<file path="src/rtl/idc_conv_sequencer_pkg.sv">
// Shared constants for the IDC conversion sequencer.
//   - Default widths for the filter interface and the output sample.
//   - Launch pulse length and timeout slack.
//   - FSM state encoding, kept as plain localparams for legacy tools.
package idc_conv_sequencer_pkg;

    localparam int unsigned DW_IN_DEF      = 29;
    localparam int unsigned N_W_DEF        = 11;
    localparam int unsigned DW_OUT_DEF     = 16;
    localparam int unsigned FIFO_DEPTH_DEF = 4;
    localparam int unsigned RST_CYC_DEF    = 3;
    localparam int unsigned TO_MARGIN_DEF  = 8;

    localparam int unsigned ST_W = 3;

    localparam logic [ST_W-1:0] StIdle    = 3'd0;
    localparam logic [ST_W-1:0] StLaunch  = 3'd1;
    localparam logic [ST_W-1:0] StConvert = 3'd2;
    localparam logic [ST_W-1:0] StSettle  = 3'd3;
    localparam logic [ST_W-1:0] StPush    = 3'd4;

endpackage

</file>
<file path="src/rtl/idc_result_fifo.sv">
// Synchronous first-word-fall-through result FIFO.
// Ports:
//   clk, rstb         clock, asynchronous active-low reset
//   push, push_data   write request and data (accepted when not full, or full with a pop)
//   pop               consume the head entry (ignored when empty)
//   head_data         current head, forced to zero while empty
//   full, empty       occupancy flags
module idc_result_fifo #(
    parameter int unsigned DW    = 16,
    parameter int unsigned DEPTH = 4
) (
    input  logic          clk,
    input  logic          rstb,
    input  logic          push,
    input  logic [DW-1:0] push_data,
    input  logic          pop,
    output logic [DW-1:0] head_data,
    output logic          full,
    output logic          empty
);

    localparam int unsigned AW = $clog2(DEPTH);

    logic [DW-1:0] mem [DEPTH];
    logic [AW-1:0] wr_ptr_q, rd_ptr_q;
    logic [AW:0]   count_q, count_d;
    logic          do_push, do_pop;

    assign empty = (count_q == '0);
    assign full  = (count_q == (AW+1)'(DEPTH));

    assign do_pop  = pop && !empty;
    // A pop in the same cycle frees the slot the push needs.
    assign do_push = push && (!full || do_pop);

    always_comb begin
        count_d = count_q;
        case ({do_push, do_pop})
            2'b10:   count_d = count_q + (AW+1)'(1);
            2'b01:   count_d = count_q - (AW+1)'(1);
            default: count_d = count_q;
        endcase
    end

    always_ff @(posedge clk or negedge rstb) begin
        if (!rstb) begin
            wr_ptr_q <= '0;
            rd_ptr_q <= '0;
            count_q  <= '0;
        end else begin
            count_q <= count_d;
            if (do_push) wr_ptr_q <= wr_ptr_q + AW'(1);
            if (do_pop)  rd_ptr_q <= rd_ptr_q + AW'(1);
        end
    end

    always_ff @(posedge clk) begin
        if (do_push) mem[wr_ptr_q] <= push_data;
    end

    // Storage is not reset, so hide stale contents while empty.
    assign head_data = empty ? '0 : mem[rd_ptr_q];

endmodule

</file>
<file path="src/rtl/idc_conv_sequencer.sv">
// Control and readout stage for the L2min2 IDC reconstruction filter.
// Pulses the filter reset to launch a conversion, waits for done, captures the
// result, rounds/shifts/saturates it and queues it in a FWFT FIFO.
// Ports:
//   clk, rstb                  clock, asynchronous active-low reset
//   start, cont_mode           launch request, auto re-launch after each capture
//   n_cfg, shift_cfg           conversion length and result right-shift (sampled on start)
//   clr_err                    clears sticky error flags
//   filt_rst, filt_n           filter reset (active-high) and length
//   filt_done, filt_dout       filter completion and result
//   out_data, out_valid,
//   out_ready                  result stream (valid/ready)
//   busy                       sequencer not idle
//   err_ovf, err_to, err_cfg   sticky: FIFO overflow, timeout, zero length start
module idc_conv_sequencer
    import idc_conv_sequencer_pkg::*;
#(
    parameter int unsigned DW_IN      = DW_IN_DEF,
    parameter int unsigned N_W        = N_W_DEF,
    parameter int unsigned DW_OUT     = DW_OUT_DEF,
    parameter int unsigned FIFO_DEPTH = FIFO_DEPTH_DEF,
    parameter int unsigned RST_CYC    = RST_CYC_DEF,
    parameter int unsigned TO_MARGIN  = TO_MARGIN_DEF
) (
    input  logic              clk,
    input  logic              rstb,
    input  logic              start,
    input  logic              cont_mode,
    input  logic [N_W-1:0]    n_cfg,
    input  logic [4:0]        shift_cfg,
    input  logic              clr_err,
    output logic              filt_rst,
    output logic [N_W-1:0]    filt_n,
    input  logic              filt_done,
    input  logic [DW_IN-1:0]  filt_dout,
    output logic [DW_OUT-1:0] out_data,
    output logic              out_valid,
    input  logic              out_ready,
    output logic              busy,
    output logic              err_ovf,
    output logic              err_to,
    output logic              err_cfg
);

    // One extra bit so n + TO_MARGIN never wraps.
    localparam int unsigned CNT_W = N_W + 1;
    localparam logic [DW_IN:0] RoundOne = (DW_IN+1)'(1);

    logic [ST_W-1:0]   state_q, state_d;
    logic [CNT_W-1:0]  cnt_q, cnt_d, cnt_inc, to_limit;
    logic [N_W-1:0]    n_q;
    logic [4:0]        shift_q;
    logic [DW_IN-1:0]  dout_q;
    logic              err_ovf_q, err_to_q, err_cfg_q;

    logic              latch_cfg, set_cfg, set_to, push;
    logic              fifo_full, fifo_empty, pop;
    logic [DW_IN:0]    round_add, sum, shifted;
    logic [DW_OUT-1:0] scaled;

    assign cnt_inc  = cnt_q + CNT_W'(1);
    assign to_limit = {1'b0, n_q} + CNT_W'(TO_MARGIN);

    always_comb begin
        state_d   = state_q;
        cnt_d     = cnt_q;
        latch_cfg = 1'b0;
        set_cfg   = 1'b0;
        set_to    = 1'b0;
        push      = 1'b0;
        case (state_q)
            StIdle: begin
                if (start) begin
                    if (n_cfg != '0) begin
                        latch_cfg = 1'b1;
                        cnt_d     = '0;
                        state_d   = StLaunch;
                    end else begin
                        set_cfg = 1'b1;
                    end
                end
            end
            StLaunch: begin
                if (cnt_q == CNT_W'(RST_CYC - 1)) begin
                    cnt_d   = '0;
                    state_d = StConvert;
                end else begin
                    cnt_d = cnt_inc;
                end
            end
            StConvert: begin
                cnt_d = cnt_inc;
                // Done wins over a timeout hitting in the same cycle.
                if (filt_done) begin
                    state_d = StSettle;
                end else if (cnt_inc == to_limit) begin
                    set_to  = 1'b1;
                    state_d = StIdle;
                end
            end
            // Filter's final adder updates on the falling edge; dout_q loads here.
            StSettle: state_d = StPush;
            StPush: begin
                push    = 1'b1;
                cnt_d   = '0;
                state_d = cont_mode ? StLaunch : StIdle;
            end
            default: state_d = StIdle;
        endcase
    end

    always_ff @(posedge clk or negedge rstb) begin
        if (!rstb) begin
            state_q <= StIdle;
            cnt_q   <= '0;
            n_q     <= '0;
            shift_q <= '0;
            dout_q  <= '0;
        end else begin
            state_q <= state_d;
            cnt_q   <= cnt_d;
            if (latch_cfg) begin
                n_q     <= n_cfg;
                shift_q <= shift_cfg;
            end
            if (state_q == StSettle) dout_q <= filt_dout;
        end
    end

    // Round half up, shift, then clamp to the unsigned output range.
    always_comb begin
        round_add = (shift_q == 5'd0) ? '0 : (RoundOne << (shift_q - 5'd1));
        sum       = {1'b0, dout_q} + round_add;
        shifted   = sum >> shift_q;
        scaled    = (|shifted[DW_IN:DW_OUT]) ? '1 : shifted[DW_OUT-1:0];
    end

    assign pop = out_valid && out_ready;

    always_ff @(posedge clk or negedge rstb) begin
        if (!rstb) begin
            err_ovf_q <= 1'b0;
            err_to_q  <= 1'b0;
            err_cfg_q <= 1'b0;
        end else if (clr_err) begin
            err_ovf_q <= 1'b0;
            err_to_q  <= 1'b0;
            err_cfg_q <= 1'b0;
        end else begin
            if (push && fifo_full && !pop) err_ovf_q <= 1'b1;
            if (set_to)                    err_to_q  <= 1'b1;
            if (set_cfg)                   err_cfg_q <= 1'b1;
        end
    end

    idc_result_fifo #(
        .DW    (DW_OUT),
        .DEPTH (FIFO_DEPTH)
    ) u_fifo (
        .clk       (clk),
        .rstb      (rstb),
        .push      (push),
        .push_data (scaled),
        .pop       (pop),
        .head_data (out_data),
        .full      (fifo_full),
        .empty     (fifo_empty)
    );

    // Filter stays in reset except while it converts and its result settles.
    assign filt_rst  = !((state_q == StConvert) || (state_q == StSettle));
    assign filt_n    = n_q;
    assign out_valid = !fifo_empty;
    assign busy      = (state_q != StIdle);
    assign err_ovf   = err_ovf_q;
    assign err_to    = err_to_q;
    assign err_cfg   = err_cfg_q;

endmodule
</file>
<file path="config.mk">
export PLATFORM = sky130hd
export DESIGN_NAME = idc_conv_sequencer
export DESIGN_NICKNAME = d
export VERILOG_FILES = /design/src/rtl/idc_conv_sequencer_pkg.sv /design/src/rtl/idc_result_fifo.sv /design/src/rtl/idc_conv_sequencer.sv
export SDC_FILE = /design/constraint.sdc
export NUM_CORES = 1
export LEC_CHECK = 0
export CELL_PAD_IN_SITES_DETAIL_PLACEMENT = 1
export CELL_PAD_IN_SITES_GLOBAL_PLACEMENT = 1
export CORE_MARGIN = 4
export CORE_UTILIZATION = 46
export DETAILED_ROUTE_END_ITERATION = 12
export HOLD_SLACK_MARGIN = 0.06
export PLACE_DENSITY = 0.87
export SETUP_SLACK_MARGIN = 0.1
export SKIP_CTS_REPAIR_TIMING = 1
export SLEW_MARGIN = 15
export SYNTH_ARGS = -nofsm -noshare
export SYNTH_HDL_FRONTEND = slang
export SYNTH_SLANG_ARGS = --single-unit
</file>
<file path="constraint.sdc">
create_clock -name clk -period 5.5 [get_ports clk]
set_input_delay 1.65 -clock clk [delete_from_list [all_inputs] [get_ports clk]]
set_output_delay 1.65 -clock clk [all_outputs]
set_load 0.005 [all_outputs]
</file>
# Word-level counts from Yosys, hierarchy flattened
# Memory sizes are Yosys's and may differ from the RTL's.
# Index checks and enable logic that the tools add are counted.
# word_totals
register_bits,70
ram_bits,64
in_bits,52
elab_cells,92
memories,1
# classes
addsub,8
eq_ne,13
shifts,2
n_mux,33
n_reduce_logical,24
# mem_list
memory,depth,word_bits,rd,rd_clocked_by_memory_dff,write_ports,line_no,text
u_fifo.mem,4,16,1,0,1,idc_result_fifo.sv:24,logic [DW-1:0] mem [DEPTH];
# ops
cell,n
$pmux W12 S4,1
$mux W12,3
$mux W16,2
$add A29 B30 Y30,1
$mux W30,1
$shl A1 B5 Y30 const A,1
$shr A30 B5 Y30,1
$mux W1,19
$mux W3,5
$pmux W3 S5,1
$reduce_or A14 Y1,1
$add A11 B4 Y12 const B,1
$add A12 B1 Y12 const B,1
$eq A12 B12 Y1,1
$eq A12 B2 Y1 const B,1
$reduce_bool A11 Y1,1
$reduce_bool A2 Y1,4
$eq A3 B2 Y1 const B,2
$eq A3 B3 Y1 const B,2
$logic_not A3 Y1,2
$ne A2 B2 Y1 const B,3
$pmux W3 S2,1
$logic_and A1 B1 Y1,5
$logic_not A5 Y1,1
14 further kinds,19

# Longest topological paths before layout
# logic_depth
ltp_word,8
depth_mapped,19
ltp_nobuf,16

# Cells and area by module
# Synthesis repeated with hierarchy kept, for this count alone.
# unflattened
cells_unflattened,1110
area_unflattened_um2,9958.3
# modules_own_cells
module,instances,cells_per_inst,area_each_um2,seq_area_each_um2
idc_conv_sequencer,1,957,7045.5,1576.5
idc_result_fifo,1,153,2912.8,2097.0

# Worst setup path after synthesis
# Ideal clock, no wire load.
# synth_timing
kind,register -> register
startpoint,reg shift_q[2]
endpoint,mem u_fifo.mem[0][12] (data pin)
setup_ps,283
arrival_ps,4164
slack_ps,1053
path_stages_with_launch,19
n_path_buf,3
period_less_slack_ps,4447
path_cell_list,dfrtp_1 -> inv_1 -> clkbuf_1 -> buf_1 -> nand2_1 -> nor2_1 -> ha_1 -> a211oi_2 -> o21ai_2 -> a211oi_1 -> o21ai_1 -> a221oi_4 -> o22ai_1 -> nor4_2 -> a32oi_1 -> nor4_4 -> o21a_4 -> buf_12 -> o221ai_2
# synth_via
elab_chain_len,7
word_cells_on_any_way,8
cone_classes,add/sub (2); shift (2); mux (2); reduce/logical (2)
# synth_lines
element,line_no,text
start: declaration,idc_conv_sequencer.sv:52,logic [4:0] shift_q;
start signal: assignment,idc_conv_sequencer.sv:124,shift_q <= shift_cfg;
$sub A5 B1 Y5,idc_conv_sequencer.sv:132,round_add = (shift_q == 5'd0) ? '0 : (RoundOne << (shift_q - 5'd1));
$shl A1 B5 Y30,idc_conv_sequencer.sv:132,
$mux W30,idc_conv_sequencer.sv:132,
$add A29 B30 Y30,idc_conv_sequencer.sv:133,"sum = {1'b0, dout_q} + round_add;"
$shr A30 B5 Y30 *,idc_conv_sequencer.sv:134,shifted = sum >> shift_q;
$reduce_or A14 Y1,idc_conv_sequencer.sv:135,scaled = (|shifted[DW_IN:DW_OUT]) ? '1 : shifted[DW_OUT-1:0];
$mux W16 *,idc_conv_sequencer.sv:135,
net scaled[12],idc_conv_sequencer.sv:59,logic [DW_OUT-1:0] scaled;
end: declaration,idc_result_fifo.sv:24,
# Mark *: on every way through the listed nets, which the timed path passes. The rest lies on a longest branch.

# Worst setup path in the final report
# layout_timing
startpoint,reg shift_q[4]
endpoint,mem u_fifo.mem[0][10] (data pin)
# The elaborated chain is that of the path after synthesis.

==> key figures <==
Worst hold path
  • Hold Crit Class: reg2reg
  • Hold-critical path endpoint: dout_q[25]
  • Hold Crit Depth: 2
  • Hold Crit Start: dout_q[25]

GRT
  • GRT overflow: 0
  • First-pass GRT wire length: 51,140 um
  • Number of global-route vias before repair: 9,078
  • Gr usage total: 27.03%
  • Largest net degree at the start of global routing: 71
  • Initial antenna violation count: 0

Yosys
  • Mapped Nets: 1,154
  • Post-Syn Area per Cell: 9.292 um^2
  • Synth Register Bits: 134
  • Top FF cell, synth: dfrtp_1
  • Asr flop ratio synth: 52.24%
  • YS warnings: 0
  • Mapped Cells: 1,064
  • Mapped Area: 9887 um^2
  • Post-synth cell types: 89
  • EDFF count, synth: 64
  • Sequential area share after synthesis: 37.16%

Die
  • Die footprint: 23,900 um^2
  • Die Width: 154.6 um
  • CORE AREA: 21,090 um^2
  • IO Pins: 85
  • Site Rows: 53
  • Initial core utilization: 46.89%
  • Die Span Y: 154.6 um

Run
  • Max-Cap Viols: 0

STA
  • Tcrit/Tclk final: 96.05%
  • Final setup fails: 0
  • Period minus WS final: 5283 ps
  • Fmax: 189.3 MHz
  • RSZ-0062 raised after global routing: no
  • Relative slew slack: 31.52%
  • Fin Clk Skew: 19.13 ps
  • Fin Hold WS: 488.7 ps
  • Slew @ Worst Pin: 1023 ps
  • Pins Over Slew Limit: 0
  • Fin Setup TNS: 0 ps
  • Final Hold Viols: 0
  • Setup ws final: 217.1 ps

Cells and area
  • Filler cell count: 2,404
  • Register area: 3674 um^2
  • Footprint of the multi-input gates: 5908 um^2
  • Area Overhead vs Synth: 17.36%
  • Finished Cell Area: 11,600 um^2
  • Most frequent cells in the layout: 177 x nand2_1, 83 x clkdlybuf4s50_1, 82 x nor2_1, 70 x dfrtp_1, 64 x edfxtp_1
  • Layout cell share with drive strength beyond 1: 13.16%
  • Final core utilization: 55.03%
  • Commonest non-fill, non-tap cell in the layout: nand2_1
  • Ant diodes: 0
  • NumNets Final: 1,217
  • Final Non-Filler Cells: 1,415

CTS
  • Clk_lat worst skew: 440 ps
  • TritonCTS clock tree: built
  • Clock buffer depth: 2
  • CTS root buffer: clkbuf_16
  • CTS sink cnt: 134
  • CTS clk-pin slew, worst paths: 80 ps
  • CTS HTree Levels: 4
  • Num CTS Buffers: 17

Placed design
  • Worst slack at placement: 106.4 ps
  • Buffers on Ports: 84
  • Placed Cells: 1,381
  • Placed Area: 10,910 um^2
  • Detail Placement HPWL: 23,850 um
  • Gp weighted congestion: 0.9941

Route
  • DRC: 0
  • Vias: 9,011
  • DR WL/cell: 22.99 um
  • Antenna-violating nets left: 0
  • WL final: 32,540 um
  • DR pass1 iterations: 5
  • DR iter-0 viols: 703
  • Via density: 6.368

Critical path
  • Kind of critical path: reg2reg
  • Worst r2r src: shift_q[4]
  • Crit start category: flip-flop
  • Critical path peak fanout: 14
  • Worst Reg-to-Reg Cells: 15
  • CP arrival: 5380 ps
  • Critical path required time: 5590 ps
  • Worst R2R Setup Slack: 220 ps
  • FF-to-FF End: u_fifo.mem[0][10]
  • Worst Setup End Kind: flip-flop

Pwr
  • Leakage: 4.578 nW
  • PwrDens: 668.1 nW/um^2
  • Power Total: 7.752 mW
  • Peak supply drop: 0.3145 mV

Run status
  • Status: finished clean
[worst max-delay path, cell delays in order, from the launching register on]
cell and delay (ps):
dfrtp_1 400, inv_2 180, nand2_1 500, nor2_1 350, ha_1 360, a21oi_1 340, o21ai_1 230, a22oi_1 380
a2bb2oi_1 230, and2_1 270, o221a_2 280, a2bb2oi_1 300, nand4_1 160, o31ai_2 380, o21a_4 330, o221ai_1 260
[flip-flops by register name, summed over array words and instances (netlist names)]
name	count
u_fifo.mem	64
dout_q	29
cnt_q	12
filt_n	11
shift_q	5
state_q	3
u_fifo.count_q	3
u_fifo.rd_ptr_q	2
u_fifo.wr_ptr_q	2
err_cfg	1
err_ovf	1
err_to	1
[cell families (layout without fill, tap and decap cells)]
logic type	count (synthesis)	in the layout	synth area share (%)
adders and majority gates	38	38	4.961
and+or+nand+nor	412	412	19.60
buffers and inverters	79	155	3.657
DFF	134	134	37.16
xor gates and xnor gates	55	55	4.872
muxes	72	72	10.38
AOI/OAI and AO/OA	274	274	19.38
[cell type report]
type	instances	area share, %
multi-input combinational	851	50.92
clock buffer	17	3.666
tap	275	2.965
sequential	134	31.66
inverter	20	0.6470
timing repair buffer	103	8.454
clock inverter	15	1.693
[power by group]
part / internal, mW / switching, mW / total, mW
Clock: 0.699 / 0.554 / 1.25
Sequential: 1.46 / 0.279 / 1.74
Combinational: 1.87 / 2.88 / 4.76
[Yosys cell counts (22+ instances only)]
library cell,number,area share [%]
a21oi_1,58,2.9
nor2_1,84,3.2
dfrtp_1,70,18
xnor2_1,38,3.4
and2_1,26,1.6
clkbuf_1,36,1.4
edfxtp_1,64,19
nand3_1,27,1.4
mux4_2,22,5.0
mux2i_1,29,2.9
o21ai_0,56,2.8
ha_1,36,4.6
nand2_1,182,6.9
[how the worst max path moves through the flow]
stage,from,to,slack (ps),depth (start not counted)
floorplan,shift_q[2],u_fifo.mem[0][12],1050,18
global placement,shift_q[2],u_fifo.mem[1][9],240,16
detailed placement,shift_q[3],u_fifo.mem[1][10],110,15
CTS,shift_q[3],u_fifo.mem[0][10],10,15
global route,shift_q[1],u_fifo.mem[0][10],70,16
finish,shift_q[4],u_fifo.mem[0][10],220,15
[layer usage]
| layer | up-vias | share of wire [%] | GRT usage (%) |
|---|---|---|---|
| met2 | 322 | 50 | 46.96 |
| met3 | 72 | 5.1 | 4.057 |
| met1 | 4553 | 42 | 35.00 |
| li1 | 4064 | - | - |
| met5 | - | 0 | 0 |
| met4 | 0 | 2.6 | 8.074 |
Power figures use the tool's default switching activity.
